`src/rtl/instr_dispatcher.sv`:
```
// Instruction dispatcher. Accepts one instruction per cycle and routes it to a
// per-core output slot. Target priority: forced index, load/store steering to
// the LSU core, dependency on a core's recent destinations, then round-robin.
module instr_dispatcher #(
  parameter int NUM_CORES  = 2,
  parameter int DATA_W     = 32,
  parameter int ADDR_W     = 11,
  parameter int HIST_DEPTH = 8,
  parameter int LSU_CORE   = 0
) (
  input  logic                        clk_i,
  input  logic                        reset_i,
  input  logic                        flush_i,
  input  logic                        in_valid_i,
  output logic                        in_ready_o,
  input  logic [DATA_W-1:0]           in_instr_i,
  output logic [NUM_CORES-1:0]        out_valid_o,
  input  logic [NUM_CORES-1:0]        out_ready_i,
  output logic [NUM_CORES*DATA_W-1:0] out_instr_o,
  output logic [15:0]                 stall_count_o
);

  localparam int CW = $clog2(NUM_CORES);
  localparam int HW = (HIST_DEPTH > 1) ? $clog2(HIST_DEPTH) : 1;
  localparam logic [2:0] OP_LD  = 3'b111;
  localparam logic [2:0] OP_STR = 3'b110;

  logic [2:0]        opcode;
  logic              force_bit;
  logic [3:0]        fidx;
  logic [1:0]        mode;
  logic [ADDR_W-1:0] src;
  logic [ADDR_W-1:0] dest;

  logic [NUM_CORES-1:0] out_valid_q, out_valid_d;
  logic [DATA_W-1:0]    slot_q [NUM_CORES];
  logic [DATA_W-1:0]    slot_d [NUM_CORES];
  logic [ADDR_W-1:0]    hist_q [NUM_CORES][HIST_DEPTH];
  logic [ADDR_W-1:0]    hist_d [NUM_CORES][HIST_DEPTH];
  logic [HIST_DEPTH-1:0] hvld_q [NUM_CORES];
  logic [HIST_DEPTH-1:0] hvld_d [NUM_CORES];
  logic [HW-1:0]        wr_ptr_q [NUM_CORES];
  logic [HW-1:0]        wr_ptr_d [NUM_CORES];
  logic [CW-1:0]        rr_ptr_q, rr_ptr_d;
  logic [15:0]          stall_q, stall_d;

  logic [CW-1:0] tgt;
  logic [CW-1:0] dep_core;
  logic          dep_hit;
  logic          sel_rr;
  logic          accept;

  assign opcode    = in_instr_i[31:29];
  assign force_bit = in_instr_i[28];
  assign fidx      = in_instr_i[27:24];
  assign mode      = in_instr_i[23:22];
  assign src       = in_instr_i[11 +: ADDR_W];
  assign dest      = in_instr_i[0 +: ADDR_W];

  // Target selection; the dependency search runs high-to-low so the lowest
  // matching core is the one left in dep_core.
  always_comb begin
    dep_hit  = 1'b0;
    dep_core = '0;
    for (int c = NUM_CORES - 1; c >= 0; c--) begin
      for (int e = 0; e < HIST_DEPTH; e++) begin
        if (hvld_q[c][e] && (hist_q[c][e] == src)) begin
          dep_hit  = 1'b1;
          dep_core = CW'(c);
        end
      end
    end
    sel_rr = 1'b0;
    tgt    = rr_ptr_q;
    if (force_bit && (32'(fidx) < NUM_CORES)) begin
      tgt = fidx[CW-1:0];
    end else if ((opcode == OP_LD) || (opcode == OP_STR)) begin
      tgt = CW'(LSU_CORE);
    end else if ((mode == 2'b00) && dep_hit) begin
      tgt = dep_core;
    end else begin
      tgt    = rr_ptr_q;
      sel_rr = 1'b1;
    end
  end

  assign in_ready_o = ~out_valid_q[tgt] | out_ready_i[tgt];
  assign accept     = in_valid_i & in_ready_o;

  // Next-state for slots, histories, round-robin pointer and stall counter.
  always_comb begin
    out_valid_d = out_valid_q;
    slot_d      = slot_q;
    hist_d      = hist_q;
    hvld_d      = hvld_q;
    wr_ptr_d    = wr_ptr_q;
    rr_ptr_d    = rr_ptr_q;
    stall_d     = stall_q;

    for (int k = 0; k < NUM_CORES; k++) begin
      if (out_ready_i[k]) out_valid_d[k] = 1'b0;
    end

    if (accept) begin
      out_valid_d[tgt]             = 1'b1;
      slot_d[tgt]                  = in_instr_i;
      hist_d[tgt][wr_ptr_q[tgt]]   = dest;
      hvld_d[tgt][wr_ptr_q[tgt]]   = 1'b1;
      wr_ptr_d[tgt]                = wr_ptr_q[tgt] + HW'(1);
      if (sel_rr) begin
        rr_ptr_d = (32'(rr_ptr_q) == NUM_CORES - 1) ? '0 : rr_ptr_q + CW'(1);
      end
    end

    // Flush wins over the history/pointer update of a same-cycle accept.
    if (flush_i) begin
      for (int k = 0; k < NUM_CORES; k++) begin
        hvld_d[k]   = '0;
        wr_ptr_d[k] = '0;
      end
      rr_ptr_d = '0;
    end

    if (in_valid_i && !in_ready_o && (stall_q != 16'hFFFF)) begin
      stall_d = stall_q + 16'd1;
    end
  end

  // State registers with asynchronous reset.
  always_ff @(posedge clk_i or posedge reset_i) begin
    if (reset_i) begin
      out_valid_q <= '0;
      rr_ptr_q    <= '0;
      stall_q     <= '0;
      for (int k = 0; k < NUM_CORES; k++) begin
        slot_q[k]   <= '0;
        hvld_q[k]   <= '0;
        wr_ptr_q[k] <= '0;
        for (int e = 0; e < HIST_DEPTH; e++) hist_q[k][e] <= '0;
      end
    end else begin
      out_valid_q <= out_valid_d;
      rr_ptr_q    <= rr_ptr_d;
      stall_q     <= stall_d;
      slot_q      <= slot_d;
      hvld_q      <= hvld_d;
      wr_ptr_q    <= wr_ptr_d;
      hist_q      <= hist_d;
    end
  end

  // Pack slot registers onto the flat output bus.
  always_comb begin
    out_instr_o = '0;
    for (int k = 0; k < NUM_CORES; k++) begin
      out_instr_o[k*DATA_W +: DATA_W] = slot_q[k];
    end
  end

  assign out_valid_o   = out_valid_q;
  assign stall_count_o = stall_q;

endmodule

```
`config.mk`:
```
export PLATFORM = sky130hd
export DESIGN_NAME = instr_dispatcher
export DESIGN_NICKNAME = d
export VERILOG_FILES = /design/src/rtl/instr_dispatcher.sv
export SDC_FILE = /design/constraint.sdc
export NUM_CORES = 1
export LEC_CHECK = 0
export BUFFER_PORTS_ARGS = -buffer_cell sky130_fd_sc_hd__buf_2
export CAP_MARGIN = 25
export CORE_AREA = 3 3 215 217
export DETAILED_ROUTE_END_ITERATION = 8
export DIE_AREA = 0 0 218 220
export PLACE_DENSITY_LB_ADDON = 0.3
export SETUP_SLACK_MARGIN = 0.15
export SYNTH_ARGS = -nofsm -noshare
export SYNTH_HDL_FRONTEND = slang
export SYNTH_SLANG_ARGS = --single-unit
```
`constraint.sdc`:
```
create_clock -name clk_i -period 8.87 [get_ports clk_i]
set_clock_uncertainty 0.2 [all_clocks]
set_input_delay 0.887 -clock clk_i [delete_from_list [all_inputs] [get_ports clk_i]]
set_output_delay 0.887 -clock clk_i [all_outputs]
set_load 0.03 [all_outputs]
```
After elaboration in Yosys (flattened, before gate mapping)
Index checks and enable logic that the tools add are counted.
{ "totals": {"ff_bits": 281, "latch_bits": 0, "ram_bits": 0, "rom_bits": 0, "output_inout_bits": 83, "memories": 0} }
{ "classes": {"add_sub_neg": 3, "multipliers": 0, "n_div": 0, "order_cmp": 9, "n_eq_ne": 19, "shift": 0, "n_mux": 65, "n_bitwise": 7, "n_reduce_logical": 30} }
{ "ops": {"columns": ["operator", "count"], "rows": [
  ["$bwmux 176", 1],
  ["$eq 11x11->1", 16],
  ["$demux 88 s1", 1],
  ["$mux 88", 1],
  ["$bwmux 64", 1],
  ["$mux 1", 42],
  ["$demux 11 s3", 1],
  ["$demux 32 s1", 1],
  ["$mux 16", 2],
  ["$mux 32", 1],
  ["$logic_and 1x1->1", 24],
  ["$add 16x1->16 const B", 1],
  ["$ne 16x16->1 const B", 1],
  ["$or 16x16->16", 1],
  ["$mux 3", 4],
  ["$mux 6", 2],
  ["$mux 11", 1],
  ["$demux 8 s1", 1],
  ["$mux 8", 1],
  ["$bwmux 6", 1],
  ["$eq 3x3->1 const B", 2],
  ["$ge 4x4->1 const B", 1],
  ["$lt 3x4->1 const B", 1],
  ["$lt 4x1->1 const B", 1],
  ["other kinds (23)", 24]
]} }

Depth between registers and ports, before layout
{ "depth": {"word_depth": 35, "depth_mapped": 16} }

Least setup slack after synthesis
OpenSTA, ideal clock, no wires.
{ "synth_timing": {"path_type": "input to register", "from": "input in_instr_i[14]", "to": "register wr_ptr_q[5] (netlist name)", "setup_time_ns": 0.132, "arrival_time_ns": 3.755, "path_slack_ns": 4.783, "cell_stages": 15, "n_path_buf": 2, "cell_sequence": "buf_4 > buf_4 > xnor2_1 > nand4_1 > o31ai_1 > nor4_4 > o221a_4 > nor2_1 > nand2_1 > o21ai_0 > ha_1 > inv_1 > or4_1 > xor2_1 > nor2_1"} }
{ "synth_between": {"elab_chain_len": 30} }
{ "synth_rtl": {"columns": ["element", "line", "source"], "rows": [
  ["start: declaration", "16", "input logic [DATA_W-1:0] in_instr_i,"],
  ["$eq 11x11->1", "67", "if (hvld_q[c][e] && (hist_q[c][e] == src)) begin"],
  ["$logic_and 1x1->1", "67", null],
  ["$mux 1 (16 in a row)", "67", null],
  ["$logic_and 1x1->1", "79", "end else if ((mode == 2'b00) && dep_hit) begin"],
  ["$mux 1 *", "79", null],
  ["$mux 1 *", "77", "end else if ((opcode == OP_LD) || (opcode == OP_STR)) begin"],
  ["$mux 1 *", "75", "if (force_bit && (32'(fidx) < NUM_CORES)) begin"],
  ["$not 1->2 (implied by the code)", "109", "wr_ptr_d[tgt] = wr_ptr_q[tgt] + HW'(1);"],
  ["$mux 3 (implied by the code) (tied with other cells)", "109", null],
  ["$mux 3 (implied by the code) / $logic_and 1x1->1 (equally long branches)", "109", null],
  ["$mux 3 (implied by the code)", "109", null],
  ["$add 3x1->3 / $demux 3 s1 (equally long branches)", "109", null],
  ["$bwmux 6", "109", null],
  ["$mux 6", "104", "if (accept) begin"],
  ["$mux 6", "116", "if (flush_i) begin"],
  ["end signal: assignment", "147", "wr_ptr_q <= wr_ptr_d;"],
  ["end: declaration", "42", "logic [HW-1:0] wr_ptr_q [NUM_CORES];"]
]} }
Mark *: on every way between the ends. The rest lies on a longest branch, timed or not. The select of a mux whose other input is x is not followed.
A chain may end at the register's enable or synchronous reset.

Final worst setup path
{ "layout_timing": {"from": "input in_instr_i[16]", "to": "output in_ready_o"} }
{ "layout_between": {"elab_chain_len": 26} }
{ "layout_rtl": {"columns": ["element", "line", "source"], "rows": [
  ["$eq 11x11->1", "67", null],
  ["$logic_and 1x1->1", "67", null],
  ["$mux 1 (16 in a row)", "67", null],
  ["$logic_and 1x1->1", "79", null],
  ["$mux 1 *", "79", null],
  ["$mux 1 *", "77", null],
  ["$mux 1 *", "75", null],
  ["$mux 1 (implied by the code) (2 in a row)", "87", "assign in_ready_o = ~out_valid_q[tgt] | out_ready_i[tgt];"],
  ["$not 1->1", "87", null],
  ["$or 1x1->1 *", "87", null],
  ["end: declaration", "15", "output logic in_ready_o,"]
]} }
Marked as above.

==> results list <==
- Initial standard-cell utilization of the core: between 30 and 40%
* Worst-Margin Slew: just over 1000 ps
- Fill count: between 4000 and 5000
* Most frequent standard cell in the layout excluding fill and tap cells: sky130_fd_sc_hd__dfrtp_1
* TritonCTS buffer count: 34
- PD cells: roughly 250 nW/um^2
- Counting every net in the synthesized netlist gives between 1000 and 1500.
- TritonCTS built the clock tree.
* H-tree Lvls: 2
* Critical path data arrival time: approximately 3800 ps
- Timing analysis after detailed placement gives a worst setup slack of around 3500 ps.
- Clock latency on the worst-skew pair, taken at its later pin, is 510 ps.
* Setup Buffers After CTS: 0
- Final setup TNS: 0 ps
- Achievable frequency: about 210 MHz
- The die is 220 um tall.
* Number of DRC markers in iteration 0: roughly 360
- Of the post-synthesis cell area, the part taken by muxes is 21.9%.
- The worst hold path belongs to the class flip-flop to flip-flop.
* Remaining number of nets flagged by the antenna check after routing: 0
- Once the clock tree was built, the resizer swapped 0 gates to a different size.
- In the finished design, the share of the clock period the worst path needs comes to 55.0%.
* Die Footprint: between 40000 and 50000 um^2
- Routability-driven placement finished with a final weighted congestion of just over 0.7.
- Post-synthesis cell area: 13400 um^2
- The analysis attributes to cell leakage a power of a little under 0.007 uW.
- Across all hold checks on the routed design, the worst slack comes to roughly 300 ps.
- Post-Synth XOR/XNOR Area: 12.7%
- Startpoint types: primary input
* Post-layout worst setup margin: between 3000 and 4000 ps
* Detail-routed net length per standard cell: around 21 um
- HP Start: out_instr_o[20]
- Worst vdd ir: approximately 0.15 mV
* Total via count after detailed routing: about 8100
- Number of hold-slack violations in the final timing report: 0
- Counting both buffers and inverters, the worst setup path holds a total of 2.
- Summing the areas of all and, or, nand and nor instances in the mapped netlist gives 6.62% of the synthesized area.
- Data on the critical path is required at its endpoint by around 7800 ps.
- The largest single stage delay on the critical path is 660 ps.
- Root Buffer Master: sky130_fd_sc_hd__clkbuf_16
* Aggregate global-route resource usage: between 15 and 20%
- The synthesized netlist devotes approximately 2.4% of its cell area to compound gates.
- Detailed placer's ending HPWL: about 21 mm
- Relative to the synthesized area, the layout overhead comes to 15.8%.
- Slowest cell on the critical path: sky130_fd_sc_hd__nor4_1
- Global-route wire length before repair: around 55 mm
* Library cells used by synthesis: 50
* Placed inst area: 14400 um^2
- Synthesized-area fraction occupied by adder cells: 0.187%
- In this run the worst setup path begins at in_instr_i[16].
* Slew Limit Headroom: 32.4%
- Final cell count without fillers: 1701
- Of the cells placed in the final design, the portion with a size suffix greater than 1 is between 30 and 40%.
- Number of vias per cell after detailed routing: 4.74
* Post-placement cell count: ~1600
- Combinational family with the most area after synthesis: multiplexers
* Cell count after synthesis: around 990
- For this block, the routed nets add up to between 30 and 40 mm of wire.
- Horizontal die dimension: between 200 and 250 um
- Largest delay share family, worst path: simple AND/OR/NAND/NOR gates
- Reg-to-reg critical path startpoint: hist_q[79]
- Clock slew seen by the registers of the worst setup and hold paths: 60 ps
- CP Class: primary input to output pin
- The via count of the first global-routing pass is roughly 8500.
* CP dominant cell by count: sky130_fd_sc_hd__buf_2
- CP Max Fanout: 18
* RSZ-0062 raised after global routing: false
- Sequential cells were found to cover a little over half of the synthesized design area.
- Input and output buffers added on the ports amount to between 100 and 150.
* # setup viols final: 0
* Final net count: 1127
* Number of clock sinks: roughly 280
- For this run, design rule violations remaining after detail routing come to 0.
- The flow ran to the end, and the final reports show no timing, DRC or antenna violations.
* Post-route minimum period: between 4000 and 5000 ps
- Number of antenna violations at the first check in global routing: 2
* Hold_buf cts: 0
- Standard cell core area: approximately 44000 um^2
- # IOs: between 100 and 150
- Number of synthesis warnings: 0
* Top library cells by usage in the layout, fill and taps aside: 281 x sky130_fd_sc_hd__dfrtp_1, 190 x sky130_fd_sc_hd__xnor2_1, 170 x sky130_fd_sc_hd__mux2_2
- In this run the core area contains a little under 80 standard-cell rows.
- Max clock buf depth: 3
- The total overflow left after global routing is 0.
* Final standard cell area without fillers: about 15000 um^2
- Entering global routing, the biggest net connects 155 pins.
- The final-report max-slew violation count was 0.
- Before antenna repair, the detailed router went through 4 iterations.
* Critical-path cell list: buf_2 > xnor2_1 > nand4_1 > nor3_1 > nor4_1 > a21oi_1 > o221ai_1 > nand3_1 > and2_1 > buf_2
* Maximum Capacitance Violations: 0
- In this run the mean area of a mapped cell was between 10 and 15 um^2.
- Synthesis inferred around 280 register bits.
- STA classifies the critical path endpoint as an output pin.
synth_stat cells, drive strengths merged:
library cell,n,area [um^2]
nand2,14,52.6
or2,4,25.0
ha,2,25.0
nand4b,1,8.76
a21o,3,22.5
nor3,23,120
nor2,10,37.5
o21ba,8,80.1
nor4,6,52.6
o31a,1,8.76
nand2b,2,12.5
xor2,4,35.0
nor4bb,1,10.0
buf,46,348
mux2,242,2860
nor4b,1,8.76
and4,1,8.76
o221ai,1,8.76
xnor2,190,1660
o221a,1,20.0
inv,15,56.3
and4b,3,30.0
and3b,1,8.76
o21ai,3,15.0
and2,2,12.5
a211o,1,8.76
dfrtp,281,7030
or3,5,31.3
a211oi,2,15.0
o31ai,2,15.0
nand4,49,307
nor2b,2,12.5
and4bb,2,25.0
nand3,5,25.0
o211ai,5,51.3
clkbuf,15,56.3
mux2i,7,70.1
o211a,2,20.0
or4,6,63.8
and3,5,31.3
a21oi,11,55.1
cell families after synthesis:
kind of cell / after synthesis
XOR/XNOR: 194
multiplexers: 249
AO/OA/AOI/OAI: 40
AND/OR/NAND/NOR: 143
buffers and inverters: 76
adder cells (fa/ha/maj): 2
flip-flops: 281
routing by layer:
metal / share of wire (%) / vias up / wire length, um / GRT usage, %
li1: - / 3640 / - / -
met1: 44 / 4197 / 15700 / 19.7
met2: 49 / 173 / 17300 / 25.5
met3: 4.7 / 58 / 1680 / 3.01
met4: 2.6 / 2 / 922 / 4.54
met5: 0.056 / - / 20 / 0
worst reg2reg max path: stages (launching register included):
cell                      delay (ps)
sky130_fd_sc_hd__dfrtp_1         390
sky130_fd_sc_hd__xnor2_1         140
sky130_fd_sc_hd__nand4_1         150
sky130_fd_sc_hd__nor3_1           70
sky130_fd_sc_hd__nor4_1          660
sky130_fd_sc_hd__a21oi_1         240
sky130_fd_sc_hd__o221a_4         340
sky130_fd_sc_hd__nor3_4          800
sky130_fd_sc_hd__and4b_1         710
sky130_fd_sc_hd__mux2_2          400
metrics by stage:
step	util, %	power, uW
floorplan	-	2320
finish	34.9	3940
global placement	32.4	2580
detailed placement	32.4	2590
CTS	34.9	4000
global route	34.9	4130
path summary, 6_finish.rpt:
check / end / slack, ps / depth (start not counted)
setup / recovery: in_ready_o / 3990 / 10
hold / removal: out_instr_o[20] / 300 / 1
setup reg to reg: hist_q[142] / 4660 / 9
hold reg to reg: out_instr_o[20] / 300 / 1
max in group asynchronous: hist_q[33] / 6600 / 4
min in group asynchronous: out_instr_o[61] / 420 / 3
sequential cells by signal, indices dropped and copies added (netlist names):
name           cells
wr_ptr_q           6
out_instr_o       64
rr_ptr_q           1
hvld_q            16
out_valid_o        2
hist_q           176
stall_count_o     16
layout make-up:
type | count | area, um^2 | share of cell area, %
repair buffers | 127 | 663 | 4.29
multi-input cells | 628 | 5860 | 37.9
clock inverters | 5 | 82.6 | 0.534
inverters | 15 | 60.1 | 0.388
diodes | 1 | 2.50 | 0.0162
clock buffers | 52 | 1020 | 6.59
flip-flops and latches | 281 | 7030 | 45.5
well taps | 592 | 741 | 4.79
power by group:
part           switching (uW)  internal, uW
combinational             511           387
clock                     536           848
sequential                146          1510
total                    1190          2740
Note: power is estimated with default switching activity, not from simulation.
